[src/rtl/mseq_calc_ctrl.sv]
// Frame sequencer for an M-sequence datapath: loads the seed, steps the datapath once per word,
// and hands each word downstream with a valid/ready stream. Optional zero-seed guard: MSEQ_ZERO_GUARD_EN.
module mseq_calc_ctrl #(
    parameter int DATA_WIDTH = 64,
    parameter int CNT_WIDTH  = 16
) (
    input  logic                  clk,
    input  logic                  rst_n,
    input  logic                  start,
    input  logic                  abort,
    input  logic [CNT_WIDTH-1:0]  frame_len,
    input  logic [DATA_WIDTH-1:0] seed,
    output logic                  load,
    output logic [DATA_WIDTH-1:0] load_data,
    output logic                  calcu_ctrl,
    input  logic [DATA_WIDTH-1:0] dp_data,
    output logic                  out_valid,
    output logic                  out_last,
    input  logic                  out_ready,
    output logic [DATA_WIDTH-1:0] out_data,
    output logic                  busy,
    output logic                  done,
    output logic                  err,
    output logic [CNT_WIDTH-1:0]  word_cnt
);

    typedef enum logic [2:0] {
        IDLE,
        LOAD,
        STEP,
        WAIT,
        HOLD,
        DONE
    } state_t;

    state_t               state_reg;
    logic [CNT_WIDTH-1:0] len_reg;

    // Every output is registered and set on the transition into the state that owns it,
    // so strobes line up exactly with the state they belong to.
    always_ff @(posedge clk or negedge rst_n) begin
        if (!rst_n) begin
            state_reg  <= IDLE;
            len_reg    <= '0;
            load       <= 1'b0;
            load_data  <= '0;
            calcu_ctrl <= 1'b0;
            out_valid  <= 1'b0;
            out_last   <= 1'b0;
            out_data   <= '0;
            busy       <= 1'b0;
            done       <= 1'b0;
            err        <= 1'b0;
            word_cnt   <= '0;
        end else begin
            load       <= 1'b0;
            calcu_ctrl <= 1'b0;
            done       <= 1'b0;
            err        <= 1'b0;
            if (state_reg != IDLE && abort) begin
                // word_cnt is left as-is so software can see how far the frame got
                state_reg <= IDLE;
                busy      <= 1'b0;
                out_valid <= 1'b0;
                out_last  <= 1'b0;
            end else begin
                case (state_reg)
                    IDLE: begin
                        if (start && !abort) begin
                            if (frame_len == '0) begin
                                err <= 1'b1;
                            end else begin
                                len_reg   <= frame_len;
                                word_cnt  <= '0;
                                state_reg <= LOAD;
                                busy      <= 1'b1;
                                load      <= 1'b1;
`ifdef MSEQ_ZERO_GUARD_EN
                                // an all-zero seed would lock the LFSR at zero forever
                                load_data <= (seed == '0) ? DATA_WIDTH'(1) : seed;
                                err       <= (seed == '0);
`else
                                load_data <= seed;
`endif
                            end
                        end
                    end
                    LOAD: begin
                        state_reg  <= STEP;
                        calcu_ctrl <= 1'b1;
                    end
                    STEP: begin
                        state_reg <= WAIT;
                    end
                    WAIT: begin
                        out_data  <= dp_data;
                        out_valid <= 1'b1;
                        out_last  <= (word_cnt == (len_reg - 1'b1));
                        state_reg <= HOLD;
                    end
                    HOLD: begin
                        if (out_ready) begin
                            out_valid <= 1'b0;
                            out_last  <= 1'b0;
                            word_cnt  <= word_cnt + 1'b1;
                            if (out_last) begin
                                state_reg <= DONE;
                                done      <= 1'b1;
                            end else begin
                                state_reg  <= STEP;
                                calcu_ctrl <= 1'b1;
                            end
                        end
                    end
                    DONE: begin
                        state_reg <= IDLE;
                        busy      <= 1'b0;
                    end
                    default: begin
                        state_reg <= IDLE;
                        busy      <= 1'b0;
                    end
                endcase
            end
        end
    end

endmodule

[config.mk]
export PLATFORM = sky130hd
export DESIGN_NAME = mseq_calc_ctrl
export DESIGN_NICKNAME = d
export VERILOG_FILES = /design/src/rtl/mseq_calc_ctrl.sv
export SDC_FILE = /design/constraint.sdc
export NUM_CORES = 1
export LEC_CHECK = 0
export CORE_UTILIZATION = 28
export DETAILED_ROUTE_END_ITERATION = 7
export SETUP_SLACK_MARGIN = 0.2
export SLEW_MARGIN = 20
export SYNTH_ARGS = -nofsm -noshare
export SYNTH_HDL_FRONTEND = slang
export SYNTH_SLANG_ARGS = --single-unit
[constraint.sdc]
create_clock -name clk -period 2 [get_ports clk]
set_input_delay 0.6 -clock clk [delete_from_list [all_inputs] [get_ports clk]]
set_output_delay 0.6 -clock clk [all_outputs]
set_load 0.05 [all_outputs]
Yosys cells after proc, flatten, opt, wreduce, memory -nomap -nowiden
Cells that the tools add are included.
{"block": "word_totals", "out_inout_bits": 151, "regBits": 170}
{"block": "op_classes", "n_mux": 35, "bitwise_logic": 2, "eq_ne": 12, "add_sub_neg": 2, "n_reduce_logical": 15}
{"operator": "two-way mux 16 bit", "count": 3}
{"operator": "one-hot mux 16 bit (2 select lines)", "count": 1}
{"operator": "two-way mux 1 bit", "count": 21}
{"operator": "adder 16 x 1 -> 16 bit (second input constant)", "count": 1}
{"operator": "== test 16 bit", "count": 1}
{"operator": "zero test 16 bit", "count": 1}
{"operator": "subtractor 16 x 1 -> 16 bit (second input constant)", "count": 1}
{"operator": "two-way mux 3 bit", "count": 5}
{"operator": "one-hot mux 3 bit (5 select lines)", "count": 1}
{"operator": "inequality test 3 bit (second input constant)", "count": 3}
{"operator": "one-hot mux 1 bit (2 select lines)", "count": 4}
{"operator": "== test 3 x 2 -> 1 bit (second input constant)", "count": 2}
{"operator": "inequality test 2 bit (second input constant)", "count": 3}
{"operator": "AND reduction 3 bit", "count": 2}
{"operator": "nonzero test 3 bit", "count": 2}
{"operator": "AND reduction 5 bit", "count": 1}
{"operator": "AND reduction 2 bit", "count": 2}
{"operator": "AND reduction 4 bit", "count": 1}
{"operator": "OR reduction 4 bit", "count": 1}
{"operator": "== test 3 x 1 -> 1 bit (second input constant)", "count": 1}
{"operator": "== test 3 bit (second input constant)", "count": 1}
{"operator": "zero test 3 bit", "count": 1}
{"operator": "logical AND 1 bit", "count": 2}
{"operator": "inequality test 2 x 1 -> 1 bit (second input constant)", "count": 1}
{"operator": "other kinds (3)", "count": 4}

Longest topological paths before layout
Gate-level depths: netlist (run 1).
{"block": "logic_depth", "depth_word": 5, "ltp_mapped": 9, "depth_no_buf": 8}

Worst setup path before layout (run 1)
Ideal clock, no wire load.
{"block": "synth_path", "kind": "register -> register", "startpoint": "register len_reg[0]", "endpoint": "register out_last", "arrival_ns": 1.897, "stages_incl_launch_ff": 8, "synth_period_minus_slack_ns": 1.989, "setup_ns": 0.092, "slack_ns": 0.011, "cell_sequence": "dfrtp_1 -> inv_1 -> ha_1 -> nor3b_1 -> and4b_1 -> a22oi_1 -> a211o_1 -> o31ai_2"}
{"block": "synth_via", "elab_chain_len": 4}
{"item": "from (decl)", "line": "37", "rtl": "logic [CNT_WIDTH-1:0] len_reg;"}
{"item": "from (signal assigned)", "line": "73", "rtl": "len_reg <= frame_len;"}
{"item": "subtractor 16 x 1 -> 16 bit", "line": "98", "rtl": "out_last <= (word_cnt == (len_reg - 1'b1));"}
{"item": "== test 16 bit", "line": "98"}
{"item": "one-hot mux 1 bit (2 select lines)", "line": "67", "rtl": "case (state_reg)"}
{"item": "two-way mux 1 bit", "line": "60", "rtl": "if (state_reg != IDLE && abort) begin"}
{"item": "to (signal assigned)", "line": "98"}
{"item": "to (decl)", "line": "18", "rtl": "output logic out_last,"}
No other way between the ends.
A chain may end at the register's enable or synchronous reset.

Worst setup path in the final report (run 1)
{"block": "layout_path", "startpoint": "register len_reg[1]", "endpoint": "register out_last"}
The elaborated chain is that of the path after synthesis.

==> results of run 1 <==
routing by layer:
metal	part of all wire	wire, um	vias to the layer above
li1	-	-	2906
met1	0.43	9240	2886
met2	0.50	10800	170
met3	0.055	1180	17
met4	0.012	258	0
met5	0	0	-
worst max-delay path by stage:
stage | start | endpoint | slack, ps | cells past startpoint
5_1_grt | len_reg[1] | out_last | -130 | 8
3_3_place_gp | frame_len[10] | word_cnt[6] | -430 | 7
4_1_cts | len_reg[0] | out_last | 40 | 7
3_5_place_dp | frame_len[12] | word_cnt[6] | -430 | 7
6_report | len_reg[1] | out_last | -20 | 9
2_1_floorplan | len_reg[3] | out_last | 170 | 6
layout by cell type, fill, tap and decap left out, drive strengths merged, types with 14 or more instances in the layout:
cell | netlist | routed
clkbuf | 6 | 22
mux2 | 65 | 65
clkdlybuf4s50 | 0 | 128
xor2 | 19 | 19
inv | 9 | 17
dfrtp | 170 | 170
buf | 24 | 211
dlygate4sd2 | 0 | 14
nand2 | 245 | 245
nor2 | 24 | 24
xnor2 | 18 | 18
power by group through the flow:
stage	clock [mW]	sequential (mW)	combinational, mW
2_1_floorplan	0	8.06	1.24
3_3_place_gp	0	5.01	6.68
3_5_place_dp	0	5.03	6.72
4_1_cts	3.35	4.99	6.77
5_1_grt	3.50	5.13	7.14
6_report	3.21	4.99	6.82
cell families after synthesis:
logic type,after synthesis,share of synthesized area
DFF,170,0.594
adders and majority gates,2,0.00349
and+or+nand+nor,326,0.197
buffers and inverters,39,0.0259
muxes,65,0.102
AOI/OAI and AO/OA,33,0.0321
xor gates and xnor gates,37,0.0452
metrics by stage:
step	hold WS, ps	TNS [ps]
global route	76.9	-134
CTS	80.3	0
floorplan	304	0
detailed placement	463	-51860
global placement	460	-50380
finish	79.8	-18.1
worst register-to-register path: cells and delay by family, from the launching register on:
kind / cells / cell delay (ps)
compound gates: 4 / 760
fa+ha+maj: 1 / 170
buf+inv: 2 / 200
flops: 1 / 400
simple gates: 2 / 400
layout make-up:
type,instances,area [um2],share of cell area
flip-flops and latches,170,4270,0.367
repair buffers,363,3450,0.296
multi-input cells,463,2890,0.249
clock buffers,17,425,0.0366
well taps,330,413,0.0355
clock inverters,15,151,0.0130
inverters,9,38.8,0.00333
timing repair:
item                       in CTS  in global routing
pin swaps                      20                 13
gates cloned                    0                  5
buffers inserted                9                  7
setup endpoints to repair     138                152
resized for setup              31                 25
cells in the mapped netlist (3+ instances only):
master / count / area (um2)
mux2_2: 65 / 732
dfrtp_1: 170 / 4250
and4_1: 3 / 26.3
nor2_1: 24 / 90.1
buf_2: 16 / 80.1
xor2_1: 19 / 166
o21ai_0: 12 / 60.1
inv_1: 8 / 30.0
buf_4: 5 / 37.5
nand2_1: 245 / 920
xnor2_1: 18 / 158
a21oi_1: 6 / 30.0
nand2b_1: 3 / 18.8
nor3_1: 7 / 35.0
nand3b_1: 4 / 30.0
nand4_1: 5 / 31.3
clkbuf_1: 6 / 22.5
buf_1: 3 / 11.3
nor4_1: 6 / 37.5
nand3_1: 12 / 60.1
==> key figures, run 1 <==
Setup path
  • WP data required: 2330 ps
  • Critical path type: reg -> reg
  • Maximum fanout along the worst path: 4
  • Slowest library cell on the worst path: dfrtp_1
  • Reg2Reg Setup Slack: -20 ps
  • Reg-to-Reg End: out_last
  • Setup crit start kind: flop
  • Sum of buffers and inverters on the critical path: 2
  • Delay-heaviest family, CP: compound AO/OA/AOI/OAI gates
  • Reg2Reg Depth: 9
  • Largest incremental delay on the critical path: 400 ps
  • Crit end category: flop
  • Crit path cell chain: inv_2 -> ha_4 -> nor3b_4 -> buf_4 -> and4b_2 -> a21boi_1 -> o21ai_1 -> a211o_1 -> o31ai_2
  • CP arrival: 2350 ps
  • Reg2Reg Launch Point: len_reg[1]

Clocking
  • Clock Tree Buf Depth: 2
  • Num CTS Buffers: 17
  • Clock tree sinks: 170
  • Latest clock arrival within the worst-skew pair: 420 ps
  • CTS tree: built
  • Reg clk slew, reported paths: 80 ps
  • Max H-tree Level: 4
  • Root Buffer: clkbuf_16
  • Cts-stage hold buffer count: 0

Synth
  • Ys async rst share: 1.00
  • Top FF cell, synth: dfrtp_1
  • Post-Syn Area: 7160 um2
  • Warnings from Yosys: 0
  • Post-Synthesis Cells: 672
  • Post-synth EDFFs: 0
  • Syn_area_per_cell: 10.7 um2
  • Seq cells post-synth: 170
  • Mapped Nets: 823
  • Seq/Total Area, Yosys: 0.594
  • Netlist cell types: 47

Pwr
  • Comb power frac: 0.454
  • Internal Power: 8.42 mW
  • PwrDens: 1290 nW/um2
  • LEAKAGE: 5.63 nW
  • Total power: 15.0 mW
  • Clock share of power: 0.214
  • Sw Ratio: 0.439
  • Psw: 6.60 mW
  • Flop pwr share: 0.332
  • Peak supply drop: 651 uV

Layout
  • Area Overhead vs Synth: 62.4%
  • Final cell count without fillers: 1367
  • Share of cells above drive strength 1: 0.342
  • Final instance area: 11600 um2
  • Biggest regs: load_data (64), out_data (64)
  • Final core utilization: 0.463
  • Fillcell total: 2395
  • Ant diodes: 0
  • Final net count: 1175

Floorplanning
  • Die area: 26200 um2
  • Die Wd: 162 um
  • Core area: 25100 um2
  • Io pins: 300
  • Chip height: 162 um
  • Starting Density: 0.285
  • FP Rows: 58

Place
  • Cell count after placement: 1314
  • Placed standard-cell area: 10700 um2
  • HPWL Detailed: 15.3 mm
  • Input/output buffers: 299
  • Pre-CTS setup slack: -433 ps
  • RD Place Congestion: 0.784

Global route
  • Initial antenna violation count: 0
  • GR Layer Usage met2: 0.275
  • GR Overflow Total: 0
  • GRT Util Overall: 0.161
  • Global-route wire length before repair: 32.8 mm
  • Met3 usage: 0.0432
  • GR peak layer: met2
  • Vias in the first global route: 6007
  • GR met1 Demand/Resource: 0.201
  • Largest net degree at the start of global routing: 65

Drt
  • First-pass iteration count of the detailed router: 4
  • Wirelength per Cell: 15.7 um
  • 1st-iter DRT viols: 187
  • DR vias/cell: 4.37
  • DRC: 0
  • Via count: 5979
  • WL final: 21.5 mm
  • Final ANT Viol Nets: 0

Timing
  • Period utilization: 1.01
  • RSZ-0062 raised after global routing: true
  • Final WS setup: -18.1 ps
  • Highest clock rate: 496 MHz
  • Final Max Slew Viols: 0
  • Slew HR: 0.732
  • Clock period minus worst slack: 2020 ps
  • Worst-Margin Slew: 392 ps
  • Clock Skew: 13.3 ps
  • Endpoints failing hold: 0
  • Final setup viols: 1

Min path
  • Min-Delay Path Class: in -> async

Outcome
  • Failing checks: setup timing
  • Status: finished with violations

Job
  • Max-cap violations: 0
(Power assumes the default switching activity.)
==> run 2: changes to the inputs <==
- DONT_BUFFER_PORTS: default -> 1
- GPL_TIMING_DRIVEN: default -> 0
==> run 2 against run 1 <==
The run ends with hold timing left. First-iteration DRC count grew 9.6%. Sequential share of layout area increased by 10 points. Register-to-register slack improved by 70 ps. Critical endpoint unchanged. Largest cell class unchanged.
==> key figures, run 2 (synthesis results as in run 1) <==
Outcome
  • Failing checks: hold timing
  • Status: finished with violations

Place
  • HPWL Detailed: 13.7 mm
  • RD Place Congestion: 0.794
  • Placed standard-cell area: 7660 um2
  • Input/output buffers: 0
  • Pre-CTS setup slack: -498 ps
  • Cell count after placement: 1002

Timing
  • Worst-Margin Slew: 667 ps
  • Final Max Slew Viols: 0
  • Slew HR: 0.555
  • Final setup viols: 0
  • Fin Hold WS: -138 ps
  • Clock Skew: 12.7 ps
  • Endpoints failing hold: 170
  • Highest clock rate: 514 MHz
  • Final WS setup: 54.2 ps
  • Period utilization: 0.973
  • Clock period minus worst slack: 1950 ps
  • RSZ-0062 raised after global routing: true

Clocking
  • Clock Tree Buf Depth: 2
  • CTS tree: built
  • Clock tree sinks: 170
  • Num CTS Buffers: 17
  • Reg clk slew, reported paths: 80 ps
  • Max H-tree Level: 4
  • Root Buffer: clkbuf_16
  • Latest clock arrival within the worst-skew pair: 420 ps

Drt
  • DR vias/cell: 4.62
  • Via count: 4919
  • Wirelength per Cell: 18.6 um
  • DRC: 0
  • First-pass iteration count of the detailed router: 6
  • 1st-iter DRT viols: 205
  • Final ANT Viol Nets: 0
  • Met1 WL: 8.53 mm
  • Top Metal Used: met4
  • Metal2 WL: 9.58 mm
  • WL met3: 1.42 mm
  • WL final: 19.8 mm

Layout
  • Fillcell total: 2487
  • Register area: 4280 um2
  • Final cell count without fillers: 1064
  • Final core utilization: 0.363
  • Ant diodes: 0
  • Share of cells above drive strength 1: 0.287
  • Final instance area: 9110 um2
  • Biggest regs: load_data (64), out_data (64)
  • Final net count: 872
  • Multi-input gate area: 3030 um2
  • Most frequent cells in the layout: nand2_1 (243), dfrtp_1 (154), mux2_4 (38)
  • Most common cell after layout, fill and taps aside: nand2_1
  • Area Overhead vs Synth: 27.2%

Job
  • Max-cap violations: 0

Pwr
  • Total power: 13.6 mW
  • Sw Ratio: 0.464
  • Psw: 6.29 mW
  • Peak supply drop: 581 uV
  • LEAKAGE: 4.26 nW
  • Comb power frac: 0.135
  • Flop pwr share: 0.613
  • Clock share of power: 0.251
  • PwrDens: 1490 nW/um2
  • Internal Power: 7.28 mW

Floorplanning
  • Die Wd: 162 um
  • Die area: 26200 um2
  • Io pins: 300
  • Starting Density: 0.285
  • FP Rows: 58
  • Chip height: 162 um
  • Core area: 25100 um2

Setup path
  • CP arrival: 2260 ps
  • Crit end category: flop
  • Setup crit start kind: flop
  • Critical path type: reg -> reg
  • Reg2Reg Setup Slack: 50 ps
  • WP data required: 2320 ps
  • Reg-to-Reg End: out_last
  • Reg2Reg Depth: 7
  • Reg2Reg Launch Point: len_reg[1]
  • Maximum fanout along the worst path: 5

Global route
  • Vias in the first global route: 4952
  • Initial antenna violation count: 0
  • Global-route wire length before repair: 29.1 mm
  • GR Overflow Total: 0
  • Largest net degree at the start of global routing: 171
  • GRT Util Overall: 0.148

Min path
  • Min-Delay Path Class: in -> async
## run 2: cell count changes in the layout (fill, tap and decap cells not counted), sizes merged
cell	previous run	this run
clkinvlp	0	2
clkbuf	22	29
dlygate4sd2	14	0
clkinv	7	3
clkdlybuf4s15	3	0
bufinv	0	1
clkdlybuf4s50	128	0
dlymetal6s2s	2	0
buf	211	49
## run 2: worst max-delay path: stages (launching register included)
cell	delay, ps
dfrtp_1	430
inv_2	100
ha_4	140
nor3b_4	250
and4b_1	300
nand2_1	70
a211o_1	300
o31ai_2	250
## run 2: routing by layer
layer  vias to the layer above  track usage
li1                       2298            -
met1                      2431        0.185
met2                       173        0.240
met3                        17       0.0488
met4                         0       0.0463
met5                         -            0
## run 2: worst max-delay path by stage
stage / endpoint / cells past startpoint / slack [ps] / start
floorplan: out_last / 6 / 170 / len_reg[3]
global placement: len_reg[3] / 7 / -470 / frame_len[1]
detailed placement: len_reg[4] / 7 / -500 / frame_len[2]
CTS: out_last / 7 / 60 / len_reg[1]
global route: out_last / 8 / -50 / len_reg[1]
finish: out_last / 7 / 50 / len_reg[1]
## run 2: layout make-up
type	count	area share
well taps	330	0.0453
clock buffers	18	0.0482
inverters	9	0.00549
multi-input cells	463	0.333
plain buffers	30	0.0411
repair buffers	30	0.0382
flip-flops and latches	170	0.470
clock inverters	14	0.0187
## run 2: repair_timing
| action | 4_1_cts | 5_1_grt |
|---|---|---|
| cloned | 1 | 6 |
| endpoints found under the hold margin | 170 | 170 |
| pin swaps | 11 | 15 |
| resized for setup | 56 | 97 |
| setup endpoints to repair | 169 | 154 |
| setup buffers | 14 | 9 |
## run 2: metrics by stage
step,TNS (ps),hold WS [ps]
final,0,-138
after global routing,-52.8,-173
after CTS,0,-165
after detailed placement,-41840,306
after global placement,-40040,307
after floorplan,0,304
## run 2: power by group through the flow
stage	sequential (mW)	clock [mW]	combinational [mW]
floorplan	8.06	0	1.24
global placement	8.35	0	1.41
detailed placement	8.36	0	1.48
CTS	8.30	3.53	1.58
global route	8.43	3.66	2.05
finish	8.32	3.41	1.84
==> run 3: changes to the inputs <==
- clock period: 2 -> 1.83 ns (I/O delays scaled with it)
==> run 3 against run 2 <==
The run ends with hold timing, setup timing left. Worst setup slack got worse by 190 ps. Global-route usage is 1.1 points higher. Count of clock-buffer cells in the layout is 1 higher. Non-clock buffer count is 36 higher. Via count up 4.4%. Core utilization increased by 6.5 points. Sequential power increased by 13%. Die area stayed put. Critical path type unchanged. Critical endpoint unchanged.
==> key figures, run 3 (synthesis results as in run 1) <==
Setup path
  • Crit end category: flop
  • Crit path cell chain: nor4_4 -> nand3_2 -> or4b_4 -> o211ai_2 -> a21oi_2 -> o31ai_2
  • Largest incremental delay on the critical path: 500 ps
  • Slowest library cell on the worst path: or4b_4
  • Delay-heaviest family, CP: simple AND/OR/NAND/NOR gates
  • Sum of buffers and inverters on the critical path: 0
  • Maximum fanout along the worst path: 6
  • WP data required: 2150 ps
  • Critical path type: reg -> reg
  • Setup crit start kind: flop
  • CP arrival: 2290 ps

Floorplanning
  • Core area: 25100 um2
  • Die Wd: 162 um
  • FP Rows: 58
  • Chip height: 162 um
  • Starting Density: 0.285
  • Die area: 26200 um2
  • Io pins: 300

Pwr
  • PwrDens: 1460 nW/um2
  • LEAKAGE: 4.67 nW
  • Total power: 15.6 mW
  • Peak supply drop: 665 uV

Timing
  • Final Max Slew Viols: 0
  • Final setup viols: 27
  • Worst-Margin Slew: 685 ps
  • Slew HR: 0.544
  • Clock Skew: 9.51 ps
  • Endpoints failing hold: 170
  • Final WS setup: -138 ps
  • Highest clock rate: 508 MHz
  • Fin Hold WS: -181 ps
  • Clock period minus worst slack: 1970 ps
  • Period utilization: 1.08
  • RSZ-0062 raised after global routing: true

Drt
  • First-pass iteration count of the detailed router: 5
  • Wirelength per Cell: 19.3 um
  • WL final: 21.3 mm
  • Final ANT Viol Nets: 0
  • DR vias/cell: 4.66
  • DRC: 0
  • Via count: 5133
  • 1st-iter DRT viols: 298

Outcome
  • Failing checks: hold timing, setup timing
  • Status: finished with violations

Layout
  • Area Overhead vs Synth: 49.9%
  • Most frequent cells in the layout: dfrtp_2 (139), nand2_1 (137), nand2_2 (82)
  • Most common cell after layout, fill and taps aside: dfrtp_2
  • Biggest regs: load_data (64), out_data (64)
  • Ant diodes: 0
  • Final net count: 909
  • Share of cells above drive strength 1: 0.645
  • Final cell count without fillers: 1101

Global route
  • Largest net degree at the start of global routing: 171
  • Vias in the first global route: 5403
  • GRT Util Overall: 0.159
  • Initial antenna violation count: 0
  • GR Overflow Total: 0
  • Global-route wire length before repair: 30.9 mm

Job
  • Max-cap violations: 0

Clocking
  • Latest clock arrival within the worst-skew pair: 430 ps
  • Root Buffer: clkbuf_16
  • Num CTS Buffers: 17
  • Reg clk slew, reported paths: 70 ps
  • Clock Tree Buf Depth: 2
  • Max H-tree Level: 4
  • Clock tree sinks: 170
  • CTS tree: built

Place
  • HPWL Detailed: 13.6 mm
  • Cell count after placement: 1002
  • Input/output buffers: 0
  • RD Place Congestion: 0.776

Min path
  • Min-Delay Path Class: in -> async
-- run 3: changes by cell type in the layout (fill, tap and decap cells not counted), moves of 5 or more --
cell / delta
buf_12: +11
buf_16: +15
buf_8: +14
dfrtp_1: -129
dfrtp_2: +127
mux2_2: -22
mux2_4: +22
nand2_1: -106
nand2_2: +80
nand2_4: +26
nor2_1: -11
nor2_2: +6
nor2_4: +5
nor4_2: -5
-- run 3: layer usage --
metal  routed length (um)  track usage
met1                 8350        0.177
met2                10600        0.272
met3                 1860       0.0610
met4                  500       0.0617
met5                    0            0
-- run 3: final timing paths --
| check | start | end | slack [ps] | cells after the start |
|---|---|---|---|---|
| min in group clk | seed[7] | load_data[7] | 210 | 2 |
| worst min register to register | len_reg[14] | len_reg[14] | 530 | 2 |
| worst min-delay path | rst_n | out_data[54] | -180 | 0 |
| max in group asynchronous | rst_n | load_data[56] | 1820 | 0 |
| worst max register to register | len_reg[7] | out_last | -140 | 6 |
| worst max-delay path | len_reg[7] | out_last | -140 | 6 |
-- run 3: layout make-up --
| type | instances | area [um2] |
|---|---|---|
| tap | 330 | 413 |
| fill | 2348 | 14400 |
| timing repair buffer | 66 | 1130 |
| multi-input combinational | 463 | 3600 |
| buffer | 30 | 469 |
| timing repair inverter | 1 | 16.3 |
| clock buffer | 19 | 443 |
| clock inverter | 13 | 155 |
| inverter | 9 | 50.0 |
| sequential | 170 | 4450 |
-- run 3: where the power goes --
group,total (mW),internal (mW),switching (mW)
Sequential,9.37,4.95,4.43
Combinational,2.60,1.64,0.967
Clock,3.67,1.98,1.69
-- run 3: what timing repair did --
item / 4_1_cts / 5_1_grt
endpoints found under the setup margin: 293 / 178
endpoints found under the hold margin: 170 / 170
buffers inserted: 38 / 8
cloned: 19 / 2
resized for setup: 344 / 135
pin swaps: 82 / 36
-- run 3: per-stage QoR --
stage	utilization	TNS [ps]	area [um2]	setup slack [ps]
floorplan	-	-1.92	7390	-1.92
global placement	0.311	-22750	7800	-299
detailed placement	0.311	-24470	7800	-315
CTS	0.403	-857	10100	-171
global route	0.427	-6840	10700	-289
finish	0.427	-1350	10700	-138
